### src/rtl/id_ex_stage_reg.sv
// ---------------------------------------------------------------------------
// id_ex_stage_reg
//
// Decode-to-execute pipeline register for one VLIW issue slot. Captures the
// decoded operands and control of the slot and produces the registered 2-bit
// selects for the downstream 4:1 operand muxes:
//   00 = register-file data (out_op_a / out_op_b)
//   01 = EX/MEM result
//   10 = MEM/WB result
//   11 = immediate (out_imm), operand B only
// It also detects RAW hazards and inserts bubbles. Instantiate once per slot.
//
// Build option:
//   ID_EX_FORWARD_EN  defined   -> full forwarding; only load-use stalls.
//                     undefined -> no forwarding; any RAW dependency on the
//                                  EX or EX/MEM destination stalls decode
//                                  (writeback is write-before-read).
//
// Parameters:
//   CTRL_W  width of the opaque execute control bundle
//   REG_AW  register index width (index 0 is hardwired zero)
//   DATA_W  operand data width
//
// Ports:
//   clk, reset_n        rising-edge clock, synchronous active-low reset
//   in_valid            decode slot holds a valid instruction
//   in_rs1/in_rs2/in_rd source A/B and destination indices
//   in_wen, in_is_load  instruction writes in_rd / is a load
//   in_use_imm          operand B comes from the immediate
//   in_rs1_data/in_rs2_data/in_imm  operand data and immediate
//   in_ctrl             execute control bundle
//   stall               global freeze from later stages (hold everything)
//   flush               kill the instruction being captured
//   exmem_rd/exmem_wen  destination of the instruction in EX/MEM
//   out_*               registered EX-slot copies, operand selects
//   hazard_stall        combinational: hold PC and decode this cycle
// ---------------------------------------------------------------------------
module id_ex_stage_reg #(
    parameter int CTRL_W = 8,
    parameter int REG_AW = 5,
    parameter int DATA_W = 32
) (
    input  logic              clk,
    input  logic              reset_n,
    input  logic              in_valid,
    input  logic [REG_AW-1:0] in_rs1,
    input  logic [REG_AW-1:0] in_rs2,
    input  logic [REG_AW-1:0] in_rd,
    input  logic              in_wen,
    input  logic              in_is_load,
    input  logic              in_use_imm,
    input  logic [DATA_W-1:0] in_rs1_data,
    input  logic [DATA_W-1:0] in_rs2_data,
    input  logic [DATA_W-1:0] in_imm,
    input  logic [CTRL_W-1:0] in_ctrl,
    input  logic              stall,
    input  logic              flush,
    input  logic [REG_AW-1:0] exmem_rd,
    input  logic              exmem_wen,
    output logic              out_valid,
    output logic [REG_AW-1:0] out_rd,
    output logic              out_wen,
    output logic              out_is_load,
    output logic [CTRL_W-1:0] out_ctrl,
    output logic [DATA_W-1:0] out_op_a,
    output logic [DATA_W-1:0] out_op_b,
    output logic [DATA_W-1:0] out_imm,
    output logic [1:0]        out_sel_a,
    output logic [1:0]        out_sel_b,
    output logic              hazard_stall
);

    localparam logic [1:0] SEL_RF    = 2'b00;
    localparam logic [1:0] SEL_EXMEM = 2'b01;
    localparam logic [1:0] SEL_MEMWB = 2'b10;
    localparam logic [1:0] SEL_IMM   = 2'b11;

    // A source depends on a producer only if the producer writes and the
    // index is a real register (r0 never carries a dependency).
    function automatic logic src_hit(input logic [REG_AW-1:0] src,
                                     input logic [REG_AW-1:0] dst,
                                     input logic              dst_wen);
        return dst_wen && (src != '0) && (src == dst);
    endfunction

    // Priority select for one source: the younger producer (now in EX, about
    // to be EX/MEM) wins over the older one (now in EX/MEM, about to be MEM/WB).
    function automatic logic [1:0] fwd_sel(input logic ex_hit,
                                           input logic mw_hit);
        logic [1:0] sel;
        sel = SEL_RF;
        if (ex_hit)
            sel = SEL_EXMEM;
        else if (mw_hit)
            sel = SEL_MEMWB;
        return sel;
    endfunction

    // EX-slot registers
    logic              valid_p1;
    logic [REG_AW-1:0] rd_p1;
    logic              wen_p1;
    logic              is_load_p1;
    logic [CTRL_W-1:0] ctrl_p1;
    logic [DATA_W-1:0] op_a_p1;
    logic [DATA_W-1:0] op_b_p1;
    logic [DATA_W-1:0] imm_p1;
    logic [1:0]        sel_a_p1;
    logic [1:0]        sel_b_p1;

    // Dependency terms of the decode instruction
    logic       ex_wr;
    logic       rs2_used;
    logic       ex_hit_a;
    logic       ex_hit_b;
    logic       mw_hit_a;
    logic       mw_hit_b;
    logic       hazard_raw;
    logic       kill;
    logic [1:0] sel_a_d;
    logic [1:0] sel_b_d;

    // A bubble in EX (valid=0 or wen=0) never produces a result.
    assign ex_wr    = valid_p1 & wen_p1;
    assign rs2_used = ~in_use_imm;

    assign ex_hit_a = src_hit(in_rs1, rd_p1, ex_wr);
    assign ex_hit_b = rs2_used & src_hit(in_rs2, rd_p1, ex_wr);
    assign mw_hit_a = src_hit(in_rs1, exmem_rd, exmem_wen);
    assign mw_hit_b = rs2_used & src_hit(in_rs2, exmem_rd, exmem_wen);

`ifdef ID_EX_FORWARD_EN
    // Only a load in EX is too late to forward from EX/MEM.
    assign hazard_raw = in_valid & is_load_p1 & (ex_hit_a | ex_hit_b);
    assign sel_a_d    = fwd_sel(ex_hit_a, mw_hit_a);
    assign sel_b_d    = in_use_imm ? SEL_IMM : fwd_sel(ex_hit_b, mw_hit_b);
`else
    // Without forwarding, any in-flight producer of a source blocks decode
    // until it has reached writeback.
    assign hazard_raw = in_valid & (ex_hit_a | ex_hit_b | mw_hit_a | mw_hit_b);
    assign sel_a_d    = SEL_RF;
    assign sel_b_d    = in_use_imm ? SEL_IMM : SEL_RF;
`endif

    // A global stall freezes the whole pipe, and a flush kills the decode
    // instruction anyway, so neither should also hold the PC.
    assign hazard_stall = hazard_raw & ~stall & ~flush;

    // Anything that is not a live, hazard-free instruction enters EX as a bubble.
    assign kill = flush | hazard_raw | ~in_valid;

    // ---- decode -> execute boundary ----
    always_ff @(posedge clk) begin
        if (!reset_n) begin
            valid_p1   <= 1'b0;
            rd_p1      <= '0;
            wen_p1     <= 1'b0;
            is_load_p1 <= 1'b0;
            ctrl_p1    <= '0;
            op_a_p1    <= '0;
            op_b_p1    <= '0;
            imm_p1     <= '0;
            sel_a_p1   <= SEL_RF;
            sel_b_p1   <= SEL_RF;
        end else if (!stall) begin
            valid_p1   <= ~kill;
            wen_p1     <= in_wen & ~kill;
            is_load_p1 <= in_is_load & ~kill;
            // Payload of a bubble is irrelevant; capture it unconditionally.
            rd_p1      <= in_rd;
            ctrl_p1    <= in_ctrl;
            op_a_p1    <= in_rs1_data;
            op_b_p1    <= in_rs2_data;
            imm_p1     <= in_imm;
            sel_a_p1   <= sel_a_d;
            sel_b_p1   <= sel_b_d;
        end
    end

    assign out_valid   = valid_p1;
    assign out_rd      = rd_p1;
    assign out_wen     = wen_p1;
    assign out_is_load = is_load_p1;
    assign out_ctrl    = ctrl_p1;
    assign out_op_a    = op_a_p1;
    assign out_op_b    = op_b_p1;
    assign out_imm     = imm_p1;
    assign out_sel_a   = sel_a_p1;
    assign out_sel_b   = sel_b_p1;

endmodule

### config.mk
export PLATFORM = sky130hd
export DESIGN_NAME = id_ex_stage_reg
export DESIGN_NICKNAME = d
export VERILOG_FILES = /design/src/rtl/id_ex_stage_reg.sv
export SDC_FILE = /design/constraint.sdc
export NUM_CORES = 1
export LEC_CHECK = 0
export CORE_AREA = 2 2 91 137
export DETAILED_ROUTE_END_ITERATION = 6
export DIE_AREA = 0 0 93 139
export GPL_TIMING_DRIVEN = 0
export PLACE_DENSITY = 0.8
export SYNTH_ARGS = -nofsm -noshare
export SYNTH_HDL_FRONTEND = slang
export SYNTH_SLANG_ARGS = --single-unit
### constraint.sdc
create_clock -name clk -period 1.7 [get_ports clk]
set_input_delay 0.34 -clock clk [delete_from_list [all_inputs] [get_ports clk]]
set_output_delay 0.34 -clock clk [all_outputs]
set_load 0.02 [all_outputs]
# --- Yosys cells after proc, flatten, opt, wreduce, memory -nomap -nowiden ---
# Cells that the tools add are included.
totals:
  regBits: 114
  latch_bits: 0
  ramBits: 0
  mem_bits_ro: 0
  out_inout_bits: 117
  elab_cells: 42
  memories: 0
op_classes:
  n_addsub: 0
  multipliers: 0
  div_mod_pow: 0
  magnitude_cmp: 0
  n_eq_ne: 4
  shift: 0
  n_mux: 1
  bitwise_logic: 18
  n_reduce_logical: 10
op_table:
  columns: ["cell", "count"]
  rows:
  - ["5-bit == test", 4]
  - ["5-bit nonzero test", 2]
  - ["1-bit bitwise AND", 8]
  - ["1-bit logical AND", 8]
  - ["1-bit NOT", 5]
  - ["1-bit bitwise OR", 5]
  - ["2-bit 2-to-1 mux", 1]

# --- Logic depth before layout (Yosys ltp) ---
depth:
  word_depth: 12
  mapped_depth: 5

# --- Least setup slack after synthesis ---
# Ideal clock, no wire load.
synth_timing:
  path_type: "flip-flop to output port"
  startpoint: "register rd_p1[3] (netlist: out_rd[3])"
  endpoint: "output port hazard_stall"
  arrival_time_ps: 1476
  t_required_ps: 1360
  slack_ps: -116
  path_stages_with_launch: 6
  path_buffers: 0
  cell_sequence: "dfxtp_1 -> xor2_1 -> nor4_1 -> a32oi_1 -> o32ai_2 -> and2_1"
synth_via:
  elab_chain_len: 9
  word_cells_on_any_way: 11
  cone_classes: "2 x eq/ne; 7 x bitwise; 2 x reduce/logical"
synth_rtl:
  columns: ["item", "line", "rtl"]
  rows:
  - ["start, declared", "101", "logic [REG_AW-1:0] rd_p1;"]
  - ["start signal, assigned", "170", "rd_p1 <= in_rd;"]
  - ["5-bit == test", "83", "return dst_wen && (src != '0) && (src == dst);"]
  - ["1-bit logical AND", "83", null]
  - ["1-bit bitwise AND", "128", "assign ex_hit_b = rs2_used & src_hit(in_rs2, rd_p1, ex_wr);"]
  - ["1-bit bitwise OR * (3 in series)", "140", "assign hazard_raw = in_valid & (ex_hit_a | ex_hit_b | mw_hit_a | mw_hit_b);"]
  - ["1-bit bitwise AND *", "140", null]
  - ["1-bit bitwise AND * (2 in series)", "147", "assign hazard_stall = hazard_raw & ~stall & ~flush;"]
  - ["end, declared", "70", "output logic hazard_stall"]
# Every way passes the cells marked *; elsewhere a longest branch is shown, timed or not.

# --- Final worst setup path ---
# Same ends and word-level chain as after synthesis.

==> run_results.csv <==
group,metric,value,unit
setup_path,startpoint,"out_rd[3]$_SDFFE_PN0N_",
clock_tree,clock-root-buffer,"clkbuf_16",
synthesis,synth_area_leaders,"dfxtp_1 50%, mux2i_1 24%, nor2b_1 15%",
setup_path,worstSetupPathType,"reg2out",
timing,setup_viol,1,
timing,fmax,435,MHz
grt,grt_pass1_wl,21.0,mm
power_and_ir_drop,p_leak,0.00392,uW
place,portBuffers,245,
synthesis,syn_area_per_cell,11.1,um^2
clock_tree,numCtsBuffers,17,
finish,syn_to_final_growth,71.2,%
timing,relSlewSlack,0.599,
floorplan,die_w,93,um
run_status,violations,"negative setup slack",
grt,grt_pass1_vias,4123,
timing,rsz0062_at_grt,"true",
finish,fin_util,0.657,
setup_path,crit_arrival,1.96,ns
grt,grt_most_used_layer,"met2",
clock_tree,clockBufferDepth,2,
finish,final_net_count,808,
clock_tree,cts_tree,"built",
synthesis,synth_seq_cells,113,
routing,routed_via_density,4.58,
timing,slew_violations,0,
setup_path,critPathMaxFanout,2,
synthesis,yosysMostFrequentCell,"dfxtp_1",
clock_tree,path_clk_slew,0.06,ns
timing,worst_clock_skew,0.0195,ns
place,detailed_place_hpwl,10.3,mm
clock_tree,hold_buffers,0,
timing,tightest_slew,0.601,ns
power_and_ir_drop,irDropWorstVdd,715,uV
timing,setup_ws,-0.601,ns
finish,drive_gt1_frac,0.0814,
timing,period_needed,2.30,ns
synthesis,synth_top_area_share,0.500,
setup_path,cp-end-kind,"primary output",
synthesis,async_reset_ff_frac,0,
floorplan,core,11800,um^2
routing,wire_per_inst,15.8,um
timing,hold_ws,0.483,ns
synthesis,ys_types,20,
grt,grt_usage,0.208,
clock_tree,clk-insertion-delay-late,0.41,ns
clock_tree,htreeDepth,4,
setup_path,required,1.36,ns
routing,wirelength,13.3,mm
floorplan,die_area,12900,um^2
grt,grtUsageMet2,0.392,
place,gp_congestion,0.796,
min_path,hold_start,"out_is_load$_SDFFE_PN0N_",
floorplan,rows,49,
floorplan,io_pins,250,
synthesis,synth_warnings,0,
floorplan,start_util,0.384,
place,place_ws,-1.26,ns
synthesis,synth_top_cell_by_area,"dfxtp_1",
timing,finalCritPeriodShare,1.35,
synthesis,syn-cell-area,4520,um^2
setup_path,r2r-start,"out_rd[3]$_SDFFE_PN0N_",
power_and_ir_drop,p_per_area,969,nW/um^2
routing,antenna_left,0,
synthesis,yosysSeqAreaShare,0.500,
min_path,min_path_type,"reg2reg",
synthesis,yosys-top-cells-count,"113 x dfxtp_1, 110 x mux2i_1, 110 x nor2b_1, 18 x xor2_1, 15 x clkbuf_1",
floorplan,fp.dieH,139,um
grt,grtUsageMet3,0.0598,
synthesis,syn-instance-count,408,
routing,num_vias,3849,
run_status,status,"finished with violations",
synthesis,synth_edf_count,0,
grt,grt_use_met1,0.205,
timing,hold_viol,0,
routing,route.detailed.drc,0,
clock_tree,clkSinkCount,113,
synthesis,ys.flop_type,"dfxtp_1",
grt,overflow,0,
setup_path,startpoint_type,"register",
routing,drt_pass1_iterations,4,
grt,antenna_found_initial,0,
finish,antenna_cells,0,
grt,grt_max_degree,17,
run,max_cap_violations,0,
routing,drt_iter0_drc,137,
## placed cells by master, fill, tap and decap left out
cell type	instances
xor2_1	18
nor4_1	1
nor3b_1	1
nand2_1	2
dfxtp_4	1
dfxtp_2	3
conb_1	2
bufinv_16	2
dlygate4sd2_1	88
o21ai_1	3
dfxtp_1	109
or4_1	2
mux2i_1	110
nor4_2	3
a32oi_1	2
xnor2_1	2
and2_4	1
clkinvlp_4	4
clkinv_4	4
clkbuf_1	17
nor2b_1	110
buf_2	11
nor2_1	4
buf_4	5
clkbuf_16	17
dlymetal6s2s_1	27
clkdlybuf4s50_1	129
buf_6	1
nand3_1	5
clkinv_2	3
o32ai_2	1
## flip-flops by register name, summed over array words and instances (netlist names)
| register | count |
|---|---|
| out_ctrl | 8 |
| out_rd | 5 |
| out_imm | 32 |
| out_op_b | 32 |
| out_sel_b | 1 |
| out_op_a | 32 |
| out_is_load | 1 |
| out_wen | 1 |
| out_valid | 1 |
## where the power goes
| part | switching, uW | total, uW | internal, uW |
|---|---|---|---|
| Clock | 1240 | 3390 | 2150 |
| Sequential | 80.0 | 2890 | 2810 |
| Combinational | 558 | 1220 | 659 |
| Total | 1880 | 7500 | 5620 |
## worst paths after layout
| path | to | slack, ns | cells after the start |
|---|---|---|---|
| worst max-delay path | hazard_stall | -0.60 | 6 |
| worst min-delay path | out_is_load$_SDFFE_PN0N_ | 0.48 | 2 |
| worst max register to register | out_is_load$_SDFFE_PN0N_ | 0.08 | 6 |
| worst min register to register | out_is_load$_SDFFE_PN0N_ | 0.48 | 2 |
## layout make-up
type / count / area [um^2]
sequential: 113 / 2270
buffer: 29 / 134
clock inverter: 13 / 140
multi-input combinational: 267 / 2140
tap: 153 / 191
timing repair buffer: 247 / 2430
fill: 969 / 4030
clock buffer: 19 / 433
## per-stage QoR
step | instance area [um^2] | power (uW) | cells | setup TNS [ns]
after detailed placement | 7170 | 4260 | 807 | -10.06
after floorplan | 4530 | 3530 | 409 | -0.0138
after CTS | 7660 | 7610 | 841 | -0.604
after global routing | 7740 | 7790 | 841 | -0.689
after global placement | 7170 | 4220 | 807 | -9.23
final | 7740 | 7500 | 841 | -0.601
## cell families (layout without fill, tap and decap cells)
logic type      after synthesis  in the layout  share of synthesized area
buf+inv                      29            308                     0.0296
xor+xnor                     20             20                     0.0387
flops                       113            113                      0.500
simple gates                129            129                      0.176
other cells                   1              2                   0.000830
mux                         110            110                      0.244
compound gates                6              6                     0.0108
## critical path, stage by stage, from the launching register on
cell	delay, ns
dfxtp_4	0.34
xor2_1	0.16
nor4_2	0.33
a32oi_1	0.10
o32ai_2	0.32
and2_4	0.19
buf_6	0.11
## per-layer routing
metal | vias up | wire length (um)
met3 | 25 | 878
li1 | 1894 | -
met2 | 149 | 7370
met4 | 0 | 368
met5 | - | 0
met1 | 1781 | 4690
## timing repair
item                                    CTS  global route
pin swaps                                 4             2
gates resized for setup                  97            28
setup buffers                             2             0
endpoints found under the setup margin   83            30
Power figures use the tool's default switching activity.
